File: src/rtl/cla12_pkg.sv
// cla12_pkg
// Shared definitions for the multi-cycle wide adder built on one cla12 slice.
//   SLICE_W   : width of the shared carry-lookahead adder slice
//   state_e   : sequencer states (IDLE waits for start, RUN walks the slices)
//   idx_width : width of the slice index counter, at least one bit
package cla12_pkg;

  localparam int SLICE_W = 12;

  typedef enum logic {
    IDLE = 1'b0,
    RUN  = 1'b1
  } state_e;

  // A single-slice configuration still needs a 1-bit index register.
  function automatic int idx_width(input int slices);
    return (slices > 1) ? $clog2(slices) : 1;
  endfunction

endpackage

File: src/rtl/cla12_wide_seq_if.sv
// cla12_wide_seq_if
// Host-side handshake and data bus of the sequenced wide adder.
//   start          : host request, honoured only while busy is low
//   a, b, cin      : operands and carry-in, captured when start is accepted
//   busy           : an operation is in flight
//   done           : one-cycle pulse, results valid from this cycle on
//   sum, cout, ovf : W-bit result, unsigned carry-out, signed overflow
// Modports: master = host side, slave = adder side.
interface cla12_wide_seq_if #(
  parameter int SLICES = 4
);
  import cla12_pkg::*;

  localparam int W = SLICE_W * SLICES;

  logic         start;
  logic [W-1:0] a;
  logic [W-1:0] b;
  logic         cin;
  logic         busy;
  logic         done;
  logic [W-1:0] sum;
  logic         cout;
  logic         ovf;

  modport master (
    output start, a, b, cin,
    input  busy, done, sum, cout, ovf
  );

  modport slave (
    input  start, a, b, cin,
    output busy, done, sum, cout, ovf
  );

endinterface

File: src/rtl/cla12.sv
// cla12
// Purely combinational 12-bit carry-lookahead adder.
// It is built from three 4-bit lookahead groups joined by a second-level
// lookahead across the groups.
//   a, b : 12-bit addends
//   cin  : carry into bit 0
//   sum  : a + b + cin, low 12 bits
//   cout : carry out of bit 11
module cla12
  import cla12_pkg::*;
(
  input  logic [SLICE_W-1:0] a,
  input  logic [SLICE_W-1:0] b,
  input  logic               cin,
  output logic [SLICE_W-1:0] sum,
  output logic               cout
);

  logic [SLICE_W-1:0] p;
  logic [SLICE_W-1:0] g;
  logic [SLICE_W-1:0] c;
  logic [2:0]         gp;
  logic [2:0]         gg;
  logic [2:0]         gc;

  assign p = a ^ b;
  assign g = a & b;

  // Group propagate/generate for each 4-bit group.
  always_comb begin
    gp = '0;
    gg = '0;
    for (int k = 0; k < 3; k++) begin
      gp[k] = p[4*k+3] & p[4*k+2] & p[4*k+1] & p[4*k];
      gg[k] = g[4*k+3]
            | (p[4*k+3] & g[4*k+2])
            | (p[4*k+3] & p[4*k+2] & g[4*k+1])
            | (p[4*k+3] & p[4*k+2] & p[4*k+1] & g[4*k]);
    end
  end

  // Second level: every group carry comes straight from cin, with no ripple between groups.
  always_comb begin
    gc[0] = cin;
    gc[1] = gg[0] | (gp[0] & cin);
    gc[2] = gg[1] | (gp[1] & gg[0]) | (gp[1] & gp[0] & cin);
    cout  = gg[2] | (gp[2] & gg[1]) | (gp[2] & gp[1] & gg[0])
          | (gp[2] & gp[1] & gp[0] & cin);
  end

  // First level: bit carries inside each group, expanded from the group carry.
  always_comb begin
    c = '0;
    for (int k = 0; k < 3; k++) begin
      c[4*k]   = gc[k];
      c[4*k+1] = g[4*k] | (p[4*k] & gc[k]);
      c[4*k+2] = g[4*k+1] | (p[4*k+1] & g[4*k]) | (p[4*k+1] & p[4*k] & gc[k]);
      c[4*k+3] = g[4*k+2] | (p[4*k+2] & g[4*k+1])
               | (p[4*k+2] & p[4*k+1] & g[4*k])
               | (p[4*k+2] & p[4*k+1] & p[4*k] & gc[k]);
    end
  end

  assign sum = p ^ c;

endmodule

File: src/rtl/cla12_wide_seq.sv
// cla12_wide_seq
// Multi-cycle W-bit adder, with W = 12*SLICES.
// One shared cla12 is stepped over the operand slices, least significant
// slice first. The carry between slices is held in a register.
//   clk  : rising-edge clock
//   rst  : asynchronous, active-high reset
//   bus  : slave side of cla12_wide_seq_if (start/busy/done, a/b/cin, sum/cout/ovf)
// done arrives SLICES cycles after the accept edge. The result stays on
// the outputs until the next operation starts overwriting it.
module cla12_wide_seq
  import cla12_pkg::*;
#(
  parameter int SLICES = 4
) (
  input  logic               clk,
  input  logic               rst,
  cla12_wide_seq_if.slave    bus
);

  localparam int W     = SLICE_W * SLICES;
  localparam int IDX_W = idx_width(SLICES);

  state_e             state_q, state_d;
  logic [IDX_W-1:0]   idx_q, idx_d;
  logic [W-1:0]       a_q, a_d;
  logic [W-1:0]       b_q, b_d;
  logic               carry_q, carry_d;
  logic [W-1:0]       sum_q, sum_d;
  logic               cout_q, cout_d;
  logic               ovf_q, ovf_d;
  logic               busy_q, busy_d;
  logic               done_q, done_d;

  logic [SLICE_W-1:0] slice_a;
  logic [SLICE_W-1:0] slice_b;
  logic [SLICE_W-1:0] cla_sum;
  logic               cla_cout;
  logic               last_slice;

  assign slice_a    = a_q[SLICE_W*idx_q +: SLICE_W];
  assign slice_b    = b_q[SLICE_W*idx_q +: SLICE_W];
  assign last_slice = (idx_q == IDX_W'(SLICES - 1));

  cla12 u_cla12 (
    .a    (slice_a),
    .b    (slice_b),
    .cin  (carry_q),
    .sum  (cla_sum),
    .cout (cla_cout)
  );

  // Sequencer next state. sum is not cleared on accept, so earlier result
  // slices stay visible until RUN overwrites them.
  always_comb begin
    state_d = state_q;
    idx_d   = idx_q;
    a_d     = a_q;
    b_d     = b_q;
    carry_d = carry_q;
    sum_d   = sum_q;
    cout_d  = cout_q;
    ovf_d   = ovf_q;
    busy_d  = busy_q;
    done_d  = 1'b0;
    case (state_q)
      IDLE: begin
        if (bus.start) begin
          a_d     = bus.a;
          b_d     = bus.b;
          carry_d = bus.cin;
          idx_d   = '0;
          busy_d  = 1'b1;
          state_d = RUN;
        end
      end
      RUN: begin
        sum_d[SLICE_W*idx_q +: SLICE_W] = cla_sum;
        carry_d = cla_cout;
        idx_d   = idx_q + IDX_W'(1);
        if (last_slice) begin
          // The top slice holds the sign bits, so overflow is decided here.
          cout_d  = cla_cout;
          ovf_d   = (a_q[W-1] == b_q[W-1]) && (cla_sum[SLICE_W-1] != a_q[W-1]);
          done_d  = 1'b1;
          busy_d  = 1'b0;
          idx_d   = '0;
          state_d = IDLE;
        end
      end
      default: state_d = IDLE;
    endcase
  end

  always_ff @(posedge clk or posedge rst) begin
    if (rst) begin
      state_q <= IDLE;
      idx_q   <= '0;
      a_q     <= '0;
      b_q     <= '0;
      carry_q <= 1'b0;
      sum_q   <= '0;
      cout_q  <= 1'b0;
      ovf_q   <= 1'b0;
      busy_q  <= 1'b0;
      done_q  <= 1'b0;
    end else begin
      state_q <= state_d;
      idx_q   <= idx_d;
      a_q     <= a_d;
      b_q     <= b_d;
      carry_q <= carry_d;
      sum_q   <= sum_d;
      cout_q  <= cout_d;
      ovf_q   <= ovf_d;
      busy_q  <= busy_d;
      done_q  <= done_d;
    end
  end

  assign bus.busy = busy_q;
  assign bus.done = done_q;
  assign bus.sum  = sum_q;
  assign bus.cout = cout_q;
  assign bus.ovf  = ovf_q;

endmodule

File: src/flat_wrapper.sv
// flat-port wrapper written by rule: the top's interface ports become plain ports
module cla12_wide_seq_flat import cla12_pkg::*;
#(
  parameter int SLICES = 4
)
  (clk, rst, bus_start, bus_a, bus_b, bus_cin, bus_busy, bus_done, bus_sum, bus_cout, bus_ovf);
  cla12_wide_seq_if #(.SLICES(SLICES)) bus_i ();
  input  logic clk;
  input  logic rst;
  input wire logic [$bits(bus_i.start)-1:0] bus_start;
  input wire logic [$bits(bus_i.a)-1:0] bus_a;
  input wire logic [$bits(bus_i.b)-1:0] bus_b;
  input wire logic [$bits(bus_i.cin)-1:0] bus_cin;
  output wire logic [$bits(bus_i.busy)-1:0] bus_busy;
  output wire logic [$bits(bus_i.done)-1:0] bus_done;
  output wire logic [$bits(bus_i.sum)-1:0] bus_sum;
  output wire logic [$bits(bus_i.cout)-1:0] bus_cout;
  output wire logic [$bits(bus_i.ovf)-1:0] bus_ovf;
  assign bus_i.start = bus_start;
  assign bus_i.a = bus_a;
  assign bus_i.b = bus_b;
  assign bus_i.cin = bus_cin;
  assign bus_busy = bus_i.busy;
  assign bus_done = bus_i.done;
  assign bus_sum = bus_i.sum;
  assign bus_cout = bus_i.cout;
  assign bus_ovf = bus_i.ovf;
  cla12_wide_seq #(.SLICES(SLICES)) u_core (.clk(clk), .rst(rst), .bus(bus_i));
endmodule
File: config.mk
export PLATFORM = sky130hd
export DESIGN_NAME = cla12_wide_seq_flat
export DESIGN_NICKNAME = d
export VERILOG_FILES = /design/src/rtl/cla12_pkg.sv /design/src/rtl/cla12_wide_seq_if.sv /design/src/rtl/cla12.sv /design/src/rtl/cla12_wide_seq.sv /design/src/flat_wrapper.sv
export SDC_FILE = /design/constraint.sdc
export NUM_CORES = 1
export LEC_CHECK = 0
export CAP_MARGIN = 25
export CORE_MARGIN = 8
export CORE_UTILIZATION = 55
export DETAILED_ROUTE_END_ITERATION = 16
export GPL_ROUTABILITY_DRIVEN = 1
export GPL_TIMING_DRIVEN = 0
export PLACE_DENSITY = 0.82
export SYNTH_ARGS = -nofsm -noshare
export SYNTH_HDL_FRONTEND = slang
export SYNTH_SLANG_ARGS = --single-unit
File: constraint.sdc
create_clock -name clk -period 10.4 [get_ports clk]
set_input_delay 1.56 -clock clk [delete_from_list [all_inputs] [get_ports clk]]
set_output_delay 1.56 -clock clk [all_outputs]
set_load 0.01 [all_outputs]
Word-level counts from Yosys, hierarchy flattened
Cells that the tools add are included.
{"block": "totals", "reg_bits": 152, "inputBits": 100, "out_inout_bits": 52, "elab_cells": 131}
{"block": "classes", "n_addsub": 2, "n_mul": 1, "eq_ne": 5, "n_shift": 4, "mux": 14, "bitwise": 91, "reduce_logical": 4}
{"operator": "$shiftx A48 B7 Y12", "n": 2}
{"operator": "$and A1 B1 Y1", "n": 54}
{"operator": "$bwmux W48", "n": 1}
{"operator": "$shift A12 B34 Y48 const A", "n": 1}
{"operator": "$shiftx A12 B34 Y48", "n": 1}
{"operator": "$neg A6 Y34", "n": 1}
{"operator": "$or A1 B1 Y1", "n": 33}
{"operator": "$xor A12 B12 Y12", "n": 2}
{"operator": "$and A12 B12 Y12", "n": 1}
{"operator": "$mux W1", "n": 7}
{"operator": "$pmux W1 S2", "n": 3}
{"operator": "$reduce_and A2 Y1", "n": 3}
{"operator": "$mul A2 B2 Y4 const A", "n": 1}
{"operator": "$mux W2", "n": 2}
{"operator": "$ne A2 B2 Y1 const B", "n": 2}
{"operator": "$pmux W2 S2", "n": 1}
{"operator": "$add A2 B1 Y2 const B", "n": 1}
{"operator": "$eq A2 B2 Y1 const B", "n": 1}
{"operator": "$eq A1 B1 Y1", "n": 1}
{"operator": "$logic_and A1 B1 Y1", "n": 1}
{"operator": "$ne A1 B1 Y1", "n": 1}
{"operator": "$not A1 Y1", "n": 1}

Depth between registers and ports, before layout
{"block": "depth", "word_depth": 15, "depth_mapped": 17}

Hierarchy
A second synthesis with hierarchy kept.
{"block": "hier_totals", "cells_unflattened": 520, "area_unflattened_um2": 7243.2}
{"module": "cla12_wide_seq", "n_inst": 1, "cells_each": 452, "area_per_inst_um2": 6702.7}
{"module": "cla12", "n_inst": 1, "cells_each": 68, "area_per_inst_um2": 540.5}

Least setup slack after synthesis
OpenSTA, ideal clock, no wires.
{"block": "synth_timing", "path_type": "register -> register", "startpoint": "register u_core.idx_q[0]", "endpoint": "register u_core.sum_q[28] (netlist: u_core.bus.sum[28])", "arrival_time_ns": 4.080, "required_ns": 10.272, "setup_slack_ns": 6.192, "path_stages_with_launch": 17, "cell_sequence": "dfrtp_1 clkbuf_1 clkbuf_1 buf_2 mux4_2 ha_1 a41o_1 o211ai_2 a21oi_2 nand2b_1 fa_1 mux2_2 nand2_1 nor2_1 o21ai_0 o31a_1 o21ai_0"}
{"block": "synth_between", "elab_chain_len": 15}
{"item": "from (decl)", "line_no": "cla12_wide_seq.sv:24", "rtl": "logic [IDX_W-1:0] idx_q, idx_d;"}
{"item": "from (signal assigned)", "line_no": "cla12_wide_seq.sv:108", "rtl": "idx_q <= idx_d;"}
{"item": "$mul A2 B2 Y4 *", "line_no": "cla12_wide_seq.sv:40, cla12_wide_seq.sv:41, cla12_wide_seq.sv:77"}
{"item": "$shiftx A48 B7 Y12, on equally long branches", "line_no": "cla12_wide_seq.sv:40, cla12_wide_seq.sv:41"}
{"item": "$xor A12 B12 Y12 or $and A12 B12 Y12 (tied branches)", "line_no": "cla12.sv:26, cla12.sv:27"}
{"item": "$and A1 B1 Y1, on equally long branches"}
{"item": "$or A1 B1 Y1, or another cell as far along", "line_no": "cla12.sv:36", "rtl": "| (p[4*k+3] & g[4*k+2])"}
{"item": "$or A1 B1 Y1 or $and A1 B1 Y1 (tied branches)", "line_no": "cla12.sv:37, cla12.sv:38"}
{"item": "$or A1 B1 Y1", "line_no": "cla12.sv:38", "rtl": "| (p[4*k+3] & p[4*k+2] & p[4*k+1] & g[4*k]);"}
{"item": "$and A1 B1 Y1", "line_no": "cla12.sv:46", "rtl": "gc[2] = gg[1] | (gp[1] & gg[0]) | (gp[1] & gp[0] & cin);"}
{"item": "$or A1 B1 Y1 (2 in a row)", "line_no": "cla12.sv:46"}
{"item": "$and A1 B1 Y1, on equally long branches", "line_no": "cla12.sv:56, cla12.sv:57, cla12.sv:60"}
{"item": "$or A1 B1 Y1, on equally long branches", "line_no": "cla12.sv:56, cla12.sv:57, cla12.sv:60"}
{"item": "$xor A12 B12 Y12", "line_no": "cla12.sv:64", "rtl": "assign sum = p ^ c;"}
{"item": "$shiftx A12 B34 Y48", "line_no": "cla12_wide_seq.sv:77", "rtl": "sum_d[SLICE_W*idx_q +: SLICE_W] = cla_sum;"}
{"item": "$bwmux W48 *", "line_no": "cla12_wide_seq.sv:77"}
{"item": "to (signal assigned)", "line_no": "cla12_wide_seq.sv:112", "rtl": "sum_q <= sum_d;"}
{"item": "to (decl)", "line_no": "cla12_wide_seq.sv:28", "rtl": "logic [W-1:0] sum_q, sum_d;"}
Mark *: on every way between the ends. The rest lies on a longest branch, timed or not.
A chain may end at the register's enable or synchronous reset.

Worst setup path after layout
{"block": "layout_timing", "startpoint": "register u_core.idx_q[0]", "endpoint": "register u_core.sum_q[12] (netlist: u_core.bus.sum[12])"}
Same word-level chain as after synthesis.

==> flow_metrics.py <==
metrics = {
    "outcome": {
        "status": "completed",
    },
    "floorplan": {
        "dieHeight_um": 130,
        "row_count": 41,
        "coreArea_mm2": 0.0126,
        "fp.dieW_um": 130,
        "num_io_pins": 152,
        "die_area_mm2": 0.0169,
        "start_util": 0.565,
    },
    "grt": {
        "grt_pass1_wl_um": 32200,
        "grt_max_degree": 91,
        "grt_usage": 0.256,
        "grt_pass1_vias": 5825,
        "overflow": 0,
        "antenna_found_initial": 0,
    },
    "sta": {
        "tightest_slew_ps": 864,
        "fin_tns_setup_ps": 0,
        "fin_skew_ps": 12.2,
        "max_freq_mhz": 194,
        "slew_violations": 0,
        "final-hold-violation-count": 0,
        "fin_crit_ps": 5170,
        "rsz0062_at_grt": "false",
        "setup_viol": 0,
        "post-route-period-util": 0.497,
        "max_slew_margin": 0.424,
    },
    "layout": {
        "layout-drive-gt1-share": 0.231,
        "nNetsFinal": 834,
        "regArea_mm2": 0.00380,
        "multi_input_area_mm2": 0.00315,
        "final_cell_area_mm2": 0.00944,
        "n_fill_cell": 884,
        "final_core_util": 0.748,
        "area_growth_pct": 32.5,
        "mostFrequentLayoutCells": "dfrtp_1, clkdlybuf4s50_1, mux2_2",
        "stdcell_count": 896,
        "final_common_cell": "dfrtp_1",
        "n_antenna_cell": 0,
    },
    "worst_setup_path": {
        "timing.rr.start": "u_core.idx_q[0]",
        "r2r_slack_ps": 5230,
        "cp-startpoint": "u_core.idx_q[0]",
        "critPathLaunchType": "flip-flop",
        "critPathArrivalTime_ps": 5470,
        "critPathMaxFanout": 10,
        "endpoint": "u_core.bus.sum[12]",
        "crit_chain": "clkbuf_1, clkbuf_1, buf_2, mux4_2, ha_1, a21oi_1, nor2b_1, o211ai_2, a21oi_2, nand2b_1, fa_1, mux2_2, nand2_1, nor2_1, o21ai_0, o31a_1, o21ai_0",
        "r2r.worst_path.cells": 17,
        "max_stage_delay_ps": 610,
        "crit_slowest_cell": "mux4_2",
        "criticalPathCategory": "flip-flop to flip-flop",
        "required_ps": 10700,
        "r2r_end": "u_core.bus.sum[12]",
        "worst_setup_path_end_kind": "flip-flop",
    },
    "routing": {
        "routed-via-count": 5287,
        "routedWlPerCell_um": 22.9,
        "drtIter0Drc": 457,
        "via_per_inst": 5.90,
        "route.detailed.drc": 0,
        "final_antenna_net_count": 0,
        "routed_wirelength_um": 20500,
        "drt-pass1-iter-count": 4,
    },
    "yosys": {
        "synth_area_mm2": 0.00713,
        "syn_nets": 663,
        "yosys_warnings": 0,
        "synth_area_leaders": "dfrtp_1, mux2_2, mux4_2, ha_1, nand2_1",
        "ys_ff_latch": 152,
        "synth_cells": 542,
        "synth_cell_types": 53,
        "synth.avg_cell_area_um2": 13.1,
        "yosys.area.top_type": "dfrtp_1",
        "ys.flop_type": "dfrtp_1",
        "seq_area_frac_synth": 0.534,
        "synthArstFlopShare": 1.00,
        "yosys.area.top_type_share": 0.534,
        "synth_edf_count": 0,
    },
    "clock_tree": {
        "clkTransAtPathRegs_ps": 60,
        "cts_tree": "yes",
        "cts_resized": 0,
        "cts-root-buf": "clkbuf_16",
        "h-tree-depth": 4,
        "postCtsSetupRepairBufs": 0,
        "clock-sinks": 152,
        "insertion_delay_ps": 430,
        "cts_hold_buf": 0,
        "cts_buffers": 17,
        "cts_buffer_depth": 2,
    },
    "job": {
        "cap_violations": 0,
    },
    "place": {
        "gp_congestion": 0.908,
        "dp_cells": 866,
        "place_area_mm2": 0.00888,
        "port_buffers": 151,
        "hpwl_um": 15300,
    },
    "worst_hold_path": {
        "hp-class": "flip-flop to flip-flop",
    },
}
==> how the worst min path moves through the flow <==
stage	slack (ps)	to	startpoint	cells after the start
finish	480	u_core.bus.sum[28]	u_core.bus.sum[28]	2
global route	510	u_core.bus.sum[42]	u_core.bus.sum[42]	2
CTS	480	u_core.bus.sum[28]	u_core.bus.sum[28]	2
detailed placement	470	u_core.bus.sum[28]	u_core.bus.sum[28]	2
global placement	460	u_core.bus.sum[29]	u_core.bus.sum[29]	1
floorplan	480	u_core.a_q[33]	u_core.a_q[33]	1
==> metal layers <==
metal / wire (um) / GRT usage / part of all wire / up-vias
met2: 10600 / 0.440 / 0.52 / 201
met3: 1430 / 0.0636 / 0.070 / 37
li1: - / - / - / 2340
met1: 8040 / 0.303 / 0.39 / 2709
met5: 0 / 0 / 0 / -
met4: 439 / 0.109 / 0.021 / 0
==> registers in the layout, indices dropped and copies added, names as in the netlist, 2 cells and up <==
signal / flops
u_core.bus.sum: 48
u_core.b_q: 48
u_core.idx_q: 2
u_core.a_q: 48
==> per-stage QoR <==
stage,setup slack [ps],hold slack [ps]
floorplan,4750,475
detailed placement,5290,469
global route,4880,513
global placement,3050,459
finish,5230,480
CTS,5250,481
==> synth_stat cells (6+ instances only) <==
| cell | number |
|---|---|
| a22o_1 | 16 |
| mux2_2 | 99 |
| nor2_1 | 20 |
| dfrtp_1 | 152 |
| mux4_2 | 24 |
| nand2_1 | 48 |
| buf_2 | 6 |
| o21ai_0 | 24 |
| ha_1 | 18 |
| inv_1 | 10 |
| a21oi_1 | 12 |
| clkbuf_1 | 25 |
| o31ai_1 | 8 |
==> cells by family (layout without fill, tap and decap cells) <==
group           count (synthesis)  after routing  share of synthesized area
mux                           124            124                      0.234
fa+ha+maj                      21             21                     0.0400
simple gates                   98             98                     0.0618
xor+xnor                        8              8                     0.0119
buf+inv                        43            225                     0.0237
flops                         152            152                      0.534
compound gates                 96             96                     0.0950
==> critical path: cells and delay by family (launching register included) <==
kind                       cells  cell delay (ps)
AOI/OAI and AO/OA              6              990
adders and majority gates      2              820
buffers and inverters          3             1300
DFF                            1              400
muxes                          2              900
and+or+nand+nor                4              610
==> area by class of cell <==
| class | count | area share |
|---|---|---|
| Buffer | 32 | 0.0135 |
| Timing Repair Buffer | 152 | 0.163 |
| Clock buffer | 23 | 0.0517 |
| Tap cell | 172 | 0.0228 |
| Sequential cell | 152 | 0.403 |
| Clock inverter | 7 | 0.00742 |
| Multi-Input combinational cell | 347 | 0.334 |
| Inverter | 11 | 0.00490 |
Power is left out: the tool's default activity adds up to more than one toggle a clock period on the data nets, which glitch-free logic cannot reach.
